### src/rtl/fifo_prog_if.sv
// Handshake, threshold and status bundle between a fifo_prog instance and its user.
interface fifo_prog_if #(
    parameter int DATA_WIDTH = 16,
    parameter int CNT_WIDTH  = 4
);
    logic                  write_en;
    logic [DATA_WIDTH-1:0] data_in;
    logic                  read_en;
    logic [DATA_WIDTH-1:0] data_out;
    logic                  data_valid;
    logic [CNT_WIDTH-1:0]  af_thresh;
    logic [CNT_WIDTH-1:0]  ae_thresh;
    logic [CNT_WIDTH-1:0]  count;
    logic                  full;
    logic                  empty;
    logic                  almost_full;
    logic                  almost_empty;
    logic                  overflow;
    logic                  underflow;
    logic                  err_clear;

    // User side: drives requests and thresholds, observes data and status.
    modport master (
        output write_en, data_in, read_en, af_thresh, ae_thresh, err_clear,
        input  data_out, data_valid, count, full, empty,
               almost_full, almost_empty, overflow, underflow
    );

    // FIFO side.
    modport slave (
        input  write_en, data_in, read_en, af_thresh, ae_thresh, err_clear,
        output data_out, data_valid, count, full, empty,
               almost_full, almost_empty, overflow, underflow
    );
endinterface

### src/rtl/fifo_prog.sv
// Synchronous FIFO with programmable almost_full/almost_empty thresholds,
// occupancy count, sticky error flags, optional FWFT read mode and
// arbitrary (non power-of-two) depth.
module fifo_prog #(
    parameter int DATA_WIDTH = 16,
    parameter int DEPTH      = 8,
    parameter int ADDR_WIDTH = $clog2(DEPTH),
    parameter int CNT_WIDTH  = $clog2(DEPTH + 1),
    parameter int FWFT       = 0
) (
    input logic        clk,
    input logic        reset,
    fifo_prog_if.slave bus
);
    localparam logic [CNT_WIDTH-1:0]  FULL_COUNT = CNT_WIDTH'(DEPTH);
    localparam logic [ADDR_WIDTH-1:0] LAST_ADDR  = ADDR_WIDTH'(DEPTH - 1);

    logic [DATA_WIDTH-1:0] mem [DEPTH];
    logic [ADDR_WIDTH-1:0] wr_ptr;
    logic [ADDR_WIDTH-1:0] rd_ptr;
    logic [CNT_WIDTH-1:0]  count_q;
    logic                  overflow_q;
    logic                  underflow_q;
    logic                  rd_ok;
    logic                  wr_ok;

    // Accept decisions; a full FIFO still takes a write when a read frees a slot.
    always_comb begin
        rd_ok = bus.read_en && (count_q != '0);
        wr_ok = bus.write_en && ((count_q != FULL_COUNT) || rd_ok);
    end

    // Storage write port; contents are never cleared by reset.
    always_ff @(posedge clk) begin
        if (!reset && wr_ok) begin
            mem[wr_ptr] <= bus.data_in;
        end
    end

    // Pointers, occupancy and sticky error flags.
    always_ff @(posedge clk) begin
        if (reset) begin
            wr_ptr      <= '0;
            rd_ptr      <= '0;
            count_q     <= '0;
            overflow_q  <= 1'b0;
            underflow_q <= 1'b0;
        end else begin
            if (wr_ok) begin
                wr_ptr <= (wr_ptr == LAST_ADDR) ? '0 : wr_ptr + ADDR_WIDTH'(1);
            end
            if (rd_ok) begin
                rd_ptr <= (rd_ptr == LAST_ADDR) ? '0 : rd_ptr + ADDR_WIDTH'(1);
            end
            case ({wr_ok, rd_ok})
                2'b10:   count_q <= count_q + CNT_WIDTH'(1);
                2'b01:   count_q <= count_q - CNT_WIDTH'(1);
                default: count_q <= count_q;
            endcase
            // A fresh error outranks a clear in the same cycle.
            if (bus.write_en && !wr_ok) begin
                overflow_q <= 1'b1;
            end else if (bus.err_clear) begin
                overflow_q <= 1'b0;
            end
            if (bus.read_en && !rd_ok) begin
                underflow_q <= 1'b1;
            end else if (bus.err_clear) begin
                underflow_q <= 1'b0;
            end
        end
    end

    generate
        if (FWFT != 0) begin : g_fwft
            // Head word is presented combinationally whenever the FIFO holds data.
            assign bus.data_out   = (count_q == '0) ? '0 : mem[rd_ptr];
            assign bus.data_valid = (count_q != '0);
        end else begin : g_std
            logic [DATA_WIDTH-1:0] dout_q;
            logic                  valid_q;

            // Registered read: head word loads on an accepted read, valid pulses once.
            always_ff @(posedge clk) begin
                if (reset) begin
                    dout_q  <= '0;
                    valid_q <= 1'b0;
                end else begin
                    valid_q <= rd_ok;
                    if (rd_ok) begin
                        dout_q <= mem[rd_ptr];
                    end
                end
            end

            assign bus.data_out   = dout_q;
            assign bus.data_valid = valid_q;
        end
    endgenerate

    assign bus.count        = count_q;
    assign bus.full         = (count_q == FULL_COUNT);
    assign bus.empty        = (count_q == '0);
    assign bus.almost_full  = (bus.af_thresh != '0) && (count_q >= bus.af_thresh);
    assign bus.almost_empty = (count_q <= bus.ae_thresh);
    assign bus.overflow     = overflow_q;
    assign bus.underflow    = underflow_q;
endmodule
### src/flat_wrapper.sv
// flat-port wrapper written by rule: the top's interface ports become plain ports
module fifo_prog_flat 
#(
    parameter int DATA_WIDTH = 16,
    parameter int DEPTH      = 8,
    parameter int ADDR_WIDTH = $clog2(DEPTH),
    parameter int CNT_WIDTH  = $clog2(DEPTH + 1),
    parameter int FWFT       = 0
)
  (clk, reset, bus_write_en, bus_data_in, bus_read_en, bus_af_thresh, bus_ae_thresh, bus_err_clear, bus_data_out, bus_data_valid, bus_count, bus_full, bus_empty, bus_almost_full, bus_almost_empty, bus_overflow, bus_underflow);
  fifo_prog_if #(.DATA_WIDTH(DATA_WIDTH), .CNT_WIDTH(CNT_WIDTH)) bus_i ();
  input logic clk;
  input logic reset;
  input wire logic [$bits(bus_i.write_en)-1:0] bus_write_en;
  input wire logic [$bits(bus_i.data_in)-1:0] bus_data_in;
  input wire logic [$bits(bus_i.read_en)-1:0] bus_read_en;
  input wire logic [$bits(bus_i.af_thresh)-1:0] bus_af_thresh;
  input wire logic [$bits(bus_i.ae_thresh)-1:0] bus_ae_thresh;
  input wire logic [$bits(bus_i.err_clear)-1:0] bus_err_clear;
  output wire logic [$bits(bus_i.data_out)-1:0] bus_data_out;
  output wire logic [$bits(bus_i.data_valid)-1:0] bus_data_valid;
  output wire logic [$bits(bus_i.count)-1:0] bus_count;
  output wire logic [$bits(bus_i.full)-1:0] bus_full;
  output wire logic [$bits(bus_i.empty)-1:0] bus_empty;
  output wire logic [$bits(bus_i.almost_full)-1:0] bus_almost_full;
  output wire logic [$bits(bus_i.almost_empty)-1:0] bus_almost_empty;
  output wire logic [$bits(bus_i.overflow)-1:0] bus_overflow;
  output wire logic [$bits(bus_i.underflow)-1:0] bus_underflow;
  assign bus_i.write_en = bus_write_en;
  assign bus_i.data_in = bus_data_in;
  assign bus_i.read_en = bus_read_en;
  assign bus_i.af_thresh = bus_af_thresh;
  assign bus_i.ae_thresh = bus_ae_thresh;
  assign bus_i.err_clear = bus_err_clear;
  assign bus_data_out = bus_i.data_out;
  assign bus_data_valid = bus_i.data_valid;
  assign bus_count = bus_i.count;
  assign bus_full = bus_i.full;
  assign bus_empty = bus_i.empty;
  assign bus_almost_full = bus_i.almost_full;
  assign bus_almost_empty = bus_i.almost_empty;
  assign bus_overflow = bus_i.overflow;
  assign bus_underflow = bus_i.underflow;
  fifo_prog #(.DATA_WIDTH(DATA_WIDTH), .DEPTH(DEPTH), .ADDR_WIDTH(ADDR_WIDTH), .CNT_WIDTH(CNT_WIDTH), .FWFT(FWFT)) u_core (.clk(clk), .reset(reset), .bus(bus_i));
endmodule
### config.mk
export PLATFORM = sky130hd
export DESIGN_NAME = fifo_prog_flat
export DESIGN_NICKNAME = d
export VERILOG_FILES = /design/src/rtl/fifo_prog_if.sv /design/src/rtl/fifo_prog.sv /design/src/flat_wrapper.sv
export SDC_FILE = /design/constraint.sdc
export NUM_CORES = 1
export LEC_CHECK = 0
export CORE_AREA = 2 2 128 130
export DETAILED_ROUTE_END_ITERATION = 10
export DIE_AREA = 0 0 130 132
export SLEW_MARGIN = 20
export SYNTH_ARGS = -nofsm -noshare
export SYNTH_HDL_FRONTEND = slang
export SYNTH_SLANG_ARGS = --single-unit
### constraint.sdc
create_clock -name clk -period 3.4 [get_ports clk]
set_input_delay 0.68 -clock clk [delete_from_list [all_inputs] [get_ports clk]]
set_output_delay 0.68 -clock clk [all_outputs]
set_load 0.02 [all_outputs]
Word level (Yosys, flattened, before mapping)
Memory sizes are Yosys's and may differ from the RTL's. A register that Yosys moved wholly into a read port is not among the register bits.
Index checks and enable logic that the tools add are counted.
Widths: inputs -> output; s select.
{ "op_classes": {"n_lt_le_gt_ge": 2, "n_eq_ne": 6, "reduce_logical": 16, "n_mux": 8, "addsub": 4} }
{ "ops": {"columns": ["cell", "n"], "rows": [
  ["$pmux 4 s2", 1],
  ["$reduce_bool 4->1", 2],
  ["$add 3x1->3 const B", 2],
  ["$eq 3x3->1 const B", 2],
  ["$logic_and 1x1->1", 6],
  ["$mux 3", 2],
  ["$reduce_bool 2->1", 3],
  ["$mux 1", 5],
  ["$add 4x1->4 const B", 1],
  ["$eq 4x4->1 const B", 1],
  ["$ge 4x4->1", 1],
  ["$le 4x4->1", 1],
  ["$logic_not 4->1", 1],
  ["$ne 4x4->1 const B", 1],
  ["$sub 4x1->4 const B", 1],
  ["$logic_not 1->1", 3],
  ["$eq 2x1->1 const B", 1],
  ["$eq 2x2->1 const B", 1],
  ["$logic_or 1x1->1", 1]
]} }
{ "word_totals": {"memories": 1, "input_bits": 29, "regBits": 13, "ram_bits": 128} }
{ "mem_list": {"columns": ["name", "words", "width", "rd", "rd_clocked_by_memory_dff", "wr", "line_no", "text"], "rows": [
  ["u_core.mem", 8, 16, 1, 1, 1, "fifo_prog.sv:18", "logic [DATA_WIDTH-1:0] mem [DEPTH];"]
]} }

Logic depth before layout (Yosys ltp)
{ "logic_depth": {"depth_word": 7, "depth_mapped": 10, "mapped_depth_nobuf": 9} }

Least setup slack after synthesis
OpenSTA, ideal clock, no wires.
{ "synth_timing": {"kind": "reg-to-reg", "startpoint": "reg u_core.count_q[1], in the netlist u_core.bus.count[1]", "endpoint": "mem u_core.mem[0][0], enable pin", "path_slack_ns": 0.282, "t_required_ns": 2.964, "synth_period_minus_slack_ns": 3.118, "path_stages_with_launch": 4, "t_arrival_ns": 2.682, "n_path_buf": 0, "path_cell_list": "dfxtp_1 -> or4b_4 -> o21ai_4 -> nor4b_1"} }
{ "synth_between": {"elab_chain_len": 7, "elab_cells_between_ends": 8, "classes_between": "1 x eq/ne; 2 x mux; 5 x reduce/logical"} }
{ "synth_lines": {"columns": ["item", "line_no", "text"], "rows": [
  ["from (decl)", "fifo_prog.sv:21", "logic [CNT_WIDTH-1:0] count_q;"],
  ["from (signal assigned)", "fifo_prog.sv:56", "2'b10: count_q <= count_q + CNT_WIDTH'(1);"],
  ["from (signal assigned)", "fifo_prog.sv:57", "2'b01: count_q <= count_q - CNT_WIDTH'(1);"],
  ["from (signal assigned)", "fifo_prog.sv:58", "default: count_q <= count_q;"],
  ["$reduce_bool 4->1", "fifo_prog.sv:29", "rd_ok = bus.read_en && (count_q != '0);"],
  ["$logic_and 1x1->1", "fifo_prog.sv:29", null],
  ["$logic_or 1x1->1 *", "fifo_prog.sv:30", "wr_ok = bus.write_en && ((count_q != FULL_COUNT) || rd_ok);"],
  ["$logic_and 1x1->1 *", "fifo_prog.sv:30", null],
  ["$logic_and 1x1->1 *", "fifo_prog.sv:35", "if (!reset && wr_ok) begin"],
  ["$mux 1 *", "fifo_prog.sv:35", null],
  ["$mux 1 (not written as such) *", "fifo_prog.sv:36", "mem[wr_ptr] <= bus.data_in;"],
  ["to (decl)", "fifo_prog.sv:18", null]
]} }
Mark *: on every way between the ends. The rest lies on a longest branch, timed or not.

Worst setup path after layout
{ "layout_timing": {"startpoint": "in bus_af_thresh[0]", "endpoint": "out bus_almost_full"} }
{ "layout_between": {"elab_chain_len": 2, "elab_cells_between_ends": 3, "classes_between": "1 x order compare; 2 x reduce/logical"} }
{ "layout_lines": {"columns": ["item", "line_no", "text"], "rows": [
  ["from (decl)", "flat_wrapper.sv:17", "input wire logic [$bits(bus_i.af_thresh)-1:0] bus_af_thresh;"],
  ["$ge 4x4->1 / $reduce_bool 4->1 (equally long branches)", "fifo_prog.sv:104", "assign bus.almost_full = (bus.af_thresh != '0) && (count_q >= bus.af_thresh);"],
  ["$logic_and 1x1->1 *", "fifo_prog.sv:104", null],
  ["to (decl)", "flat_wrapper.sv:25", "output wire logic [$bits(bus_i.almost_full)-1:0] bus_almost_full;"]
]} }
Marks and branches as above.

==> summary.txt <==
outcome: finished, final reports clean
XOR/XNOR Fraction of Synth Area: 0.283%
vias in the first global route: 3554
Final Cycle Share: 94.4%
DRT Pass-1 Iters: 4
Post-synth ARST share: 0%
initial DRC count: 183
GP Congestion: 0.713
Synth Area in Adders: 3.36%
Multi-input gate area: 1660 um2
first-pass GRT wire length: 19300 um
FMAX: 312 MHz
H-tree depth: 4
dominant synthesized flop cell: edfxtp_1
cells after synthesis: 352
Synth Area in Compound Gates: 4.13%
synthesis-to-layout area growth: 23.0%
Fin Setup TNS: 0 ns
Critical Path RT: 2.72 ns
Setup WS post-layout: 0.191 ns
total die area: 17200 um2
RSZ-0062 raised after global routing: no
CP arrival: 2.53 ns
Yosys warnings: 0
minimum clock period: 3.21 ns
Port Buffers: 55
Startpoint Class: input pin
MaxCap Viol Count: 0
# rows: 46
register area: 4430 um2
Post-Synth Simple-Gate Area: 6.71%
Seq cells post-synth: 157
flop2flop setup slack: 0.51 ns
gr usage total: 15.5%
post-synthesis cell type count: 43
Leakage: 0.00253 uW
Peak supply drop: 0.389 mV
CP Class: input pin to output pin
DP Worst Slack: 0.0299 ns
Synth Net Count: 397
DIE WIDTH: 130 um
vias per cell: 5.06
Initial Utilization: 39.4%
Synth Cell Area: 6190 um2
Final Max Slew Viols: 0
Worst-path clk slew: 0.06 ns
Num CTS Buffers: 17
Filler cells: 1322
core box area: 15700 um2
DRC violations left: 0
wire per inst: 18.7 um
synthesized area per cell: 17.6 um2
post-synthesis mux area share: 12.0%
initial antenna violation count: 0
Tot Pwr: 5460 uW
share of cells above drive strength 1: 21.0%
# nets final: 471
Worst Setup End Kind: output pin
CTS max path bufs: 2
grt ovf: 0
largest family of logic cells by synthesized area: multiplexers
actual slew at the worst max-slew pin: 0.670 ns
antenna cells: 0
slew margin rel.: 55.3%
Root Buffer: clkbuf_16
worst hold path type: register to register
largest fanout on the critical path: 2
worst clock skew: 0.00753 ns
CTS sink cnt: 157
ANT nets after route: 0
final setup violation count: 0
pwr/cell area: 717 nW/um2
register area share after synthesis: 71.5%
setup bufs post-CTS: 0
Hold Vio Cnt, Final: 0
Die Ht: 132 um
IO Pins: 56
CTS tree: yes
Clk Latency, worst-skew pair: 0.42 ns
pin count of the biggest net entering global routing: 33
via count: 3317
DP HPWL: 7160 um
number of synthesized flops with an enable pin: 128
final wirelength: 12200 um
[critical path, stage by stage]
cell             delay, ns
clkdlybuf4s50_1       0.48
ha_1                  0.22
nand2b_1              0.14
a21o_1                0.17
a211oi_1              0.22
nor3_1                0.07
clkdlybuf4s50_1       0.54
[layout make-up]
class / instances / area share [%]
inverter: 11 / 0.543
clock buffer: 24 / 6.07
sequential: 157 / 58.2
clock inverter: 8 / 0.937
multi-input combinational: 168 / 21.9
tap: 216 / 3.55
timing repair buffer: 71 / 8.85
[flip-flops by register name, indices dropped and copies added, names as in the netlist]
signal / cells
u_core.bus.count: 4
u_core.bus.data_out: 16
u_core.bus.data_valid: 1
u_core.bus.overflow: 1
u_core.bus.underflow: 1
u_core.mem: 128
u_core.rd_ptr: 3
u_core.wr_ptr: 3
[per-layer routing]
layer / track usage (%) / vias to the layer above / routed length, um
met5: 0 / - / 0
met4: 6.75 / 0 / 248
met3: 4.59 / 20 / 887
met2: 25.0 / 108 / 6060
met1: 19.3 / 1644 / 5030
li1: - / 1545 / -
[kinds of logic after synthesis]
| family | Yosys count |
|---|---|
| simple gates | 79 |
| fa+ha+maj | 16 |
| mux | 34 |
| flops | 157 |
| buf+inv | 27 |
| xor+xnor | 2 |
| compound gates | 37 |
[power breakdown]
part           internal [uW]  total, uW  switching [uW]
Clock                   1020       1700             687
Sequential              2230       2360             137
Combinational            691       1390             697
Total                   3940       5460            1520
[placed cells by master (no fill, tap or decap), drive strengths merged, types with 2 or more instances in the layout]
cell type / count
inv: 11
nand2: 8
mux4: 32
a21oi: 12
clkbuf: 24
nor2b: 3
o21a: 2
clkinvlp: 3
mux2i: 2
nor3: 20
clkdlybuf4s50: 54
nor4: 3
ha: 15
nand2b: 2
a211oi: 2
nor2: 33
o22ai: 15
buf: 16
nand3b: 2
edfxtp: 128
o21ai: 2
clkinv: 4
xor2: 2
dfxtp: 29
[through the flow]
| step | std cells | instance area (um2) | util (%) | hold slack, ns |
|---|---|---|---|---|
| after floorplan | 352 | 6190 | - | 0.498 |
| after global placement | 623 | 7070 | 45.0 | 0.477 |
| after detailed placement | 623 | 7070 | 45.0 | 0.478 |
| after CTS | 655 | 7600 | 48.4 | 0.494 |
| after global routing | 655 | 7610 | 48.4 | 0.508 |
| final | 655 | 7610 | 48.4 | 0.489 |
[worst paths after layout]
check	from	to	cells past startpoint
setup / recovery	bus_af_thresh[0]	bus_almost_full	7
hold reg to reg	u_core.bus.data_out[12]$_SDFFE_PP0P_	u_core.bus.data_out[12]$_SDFFE_PP0P_	2
setup reg to reg	u_core.bus.count[1]$_SDFFE_PP0P_	u_core.bus.count[3]$_SDFFE_PP0P_	8
hold / removal	u_core.bus.data_out[12]$_SDFFE_PP0P_	u_core.bus.data_out[12]$_SDFFE_PP0P_	2
[cell usage after synthesis, types with 2 or more instances]
master | instances | area share [%]
a211oi_1 | 2 | 0.24
a21oi_1 | 12 | 0.97
buf_2 | 5 | 0.40
buf_6 | 2 | 0.36
clkbuf_1 | 7 | 0.42
dfxtp_1 | 29 | 9.4
edfxtp_1 | 128 | 62
ha_1 | 15 | 3.0
inv_1 | 10 | 0.61
mux2i_1 | 2 | 0.32
mux4_2 | 32 | 12
nand2_1 | 7 | 0.42
nand3b_1 | 2 | 0.24
nor2_1 | 32 | 1.9
nor2b_1 | 3 | 0.30
nor3_1 | 17 | 1.4
nor3_2 | 3 | 0.49
nor4_1 | 3 | 0.30
o21a_1 | 2 | 0.24
o22ai_1 | 15 | 1.5
xor2_1 | 2 | 0.28
[timing repair]
item	in CTS	in global routing
hold buffers	0	0
setup endpoints to repair	0	2
gates resized for setup	0	2
Power figures use the tool's default switching activity.
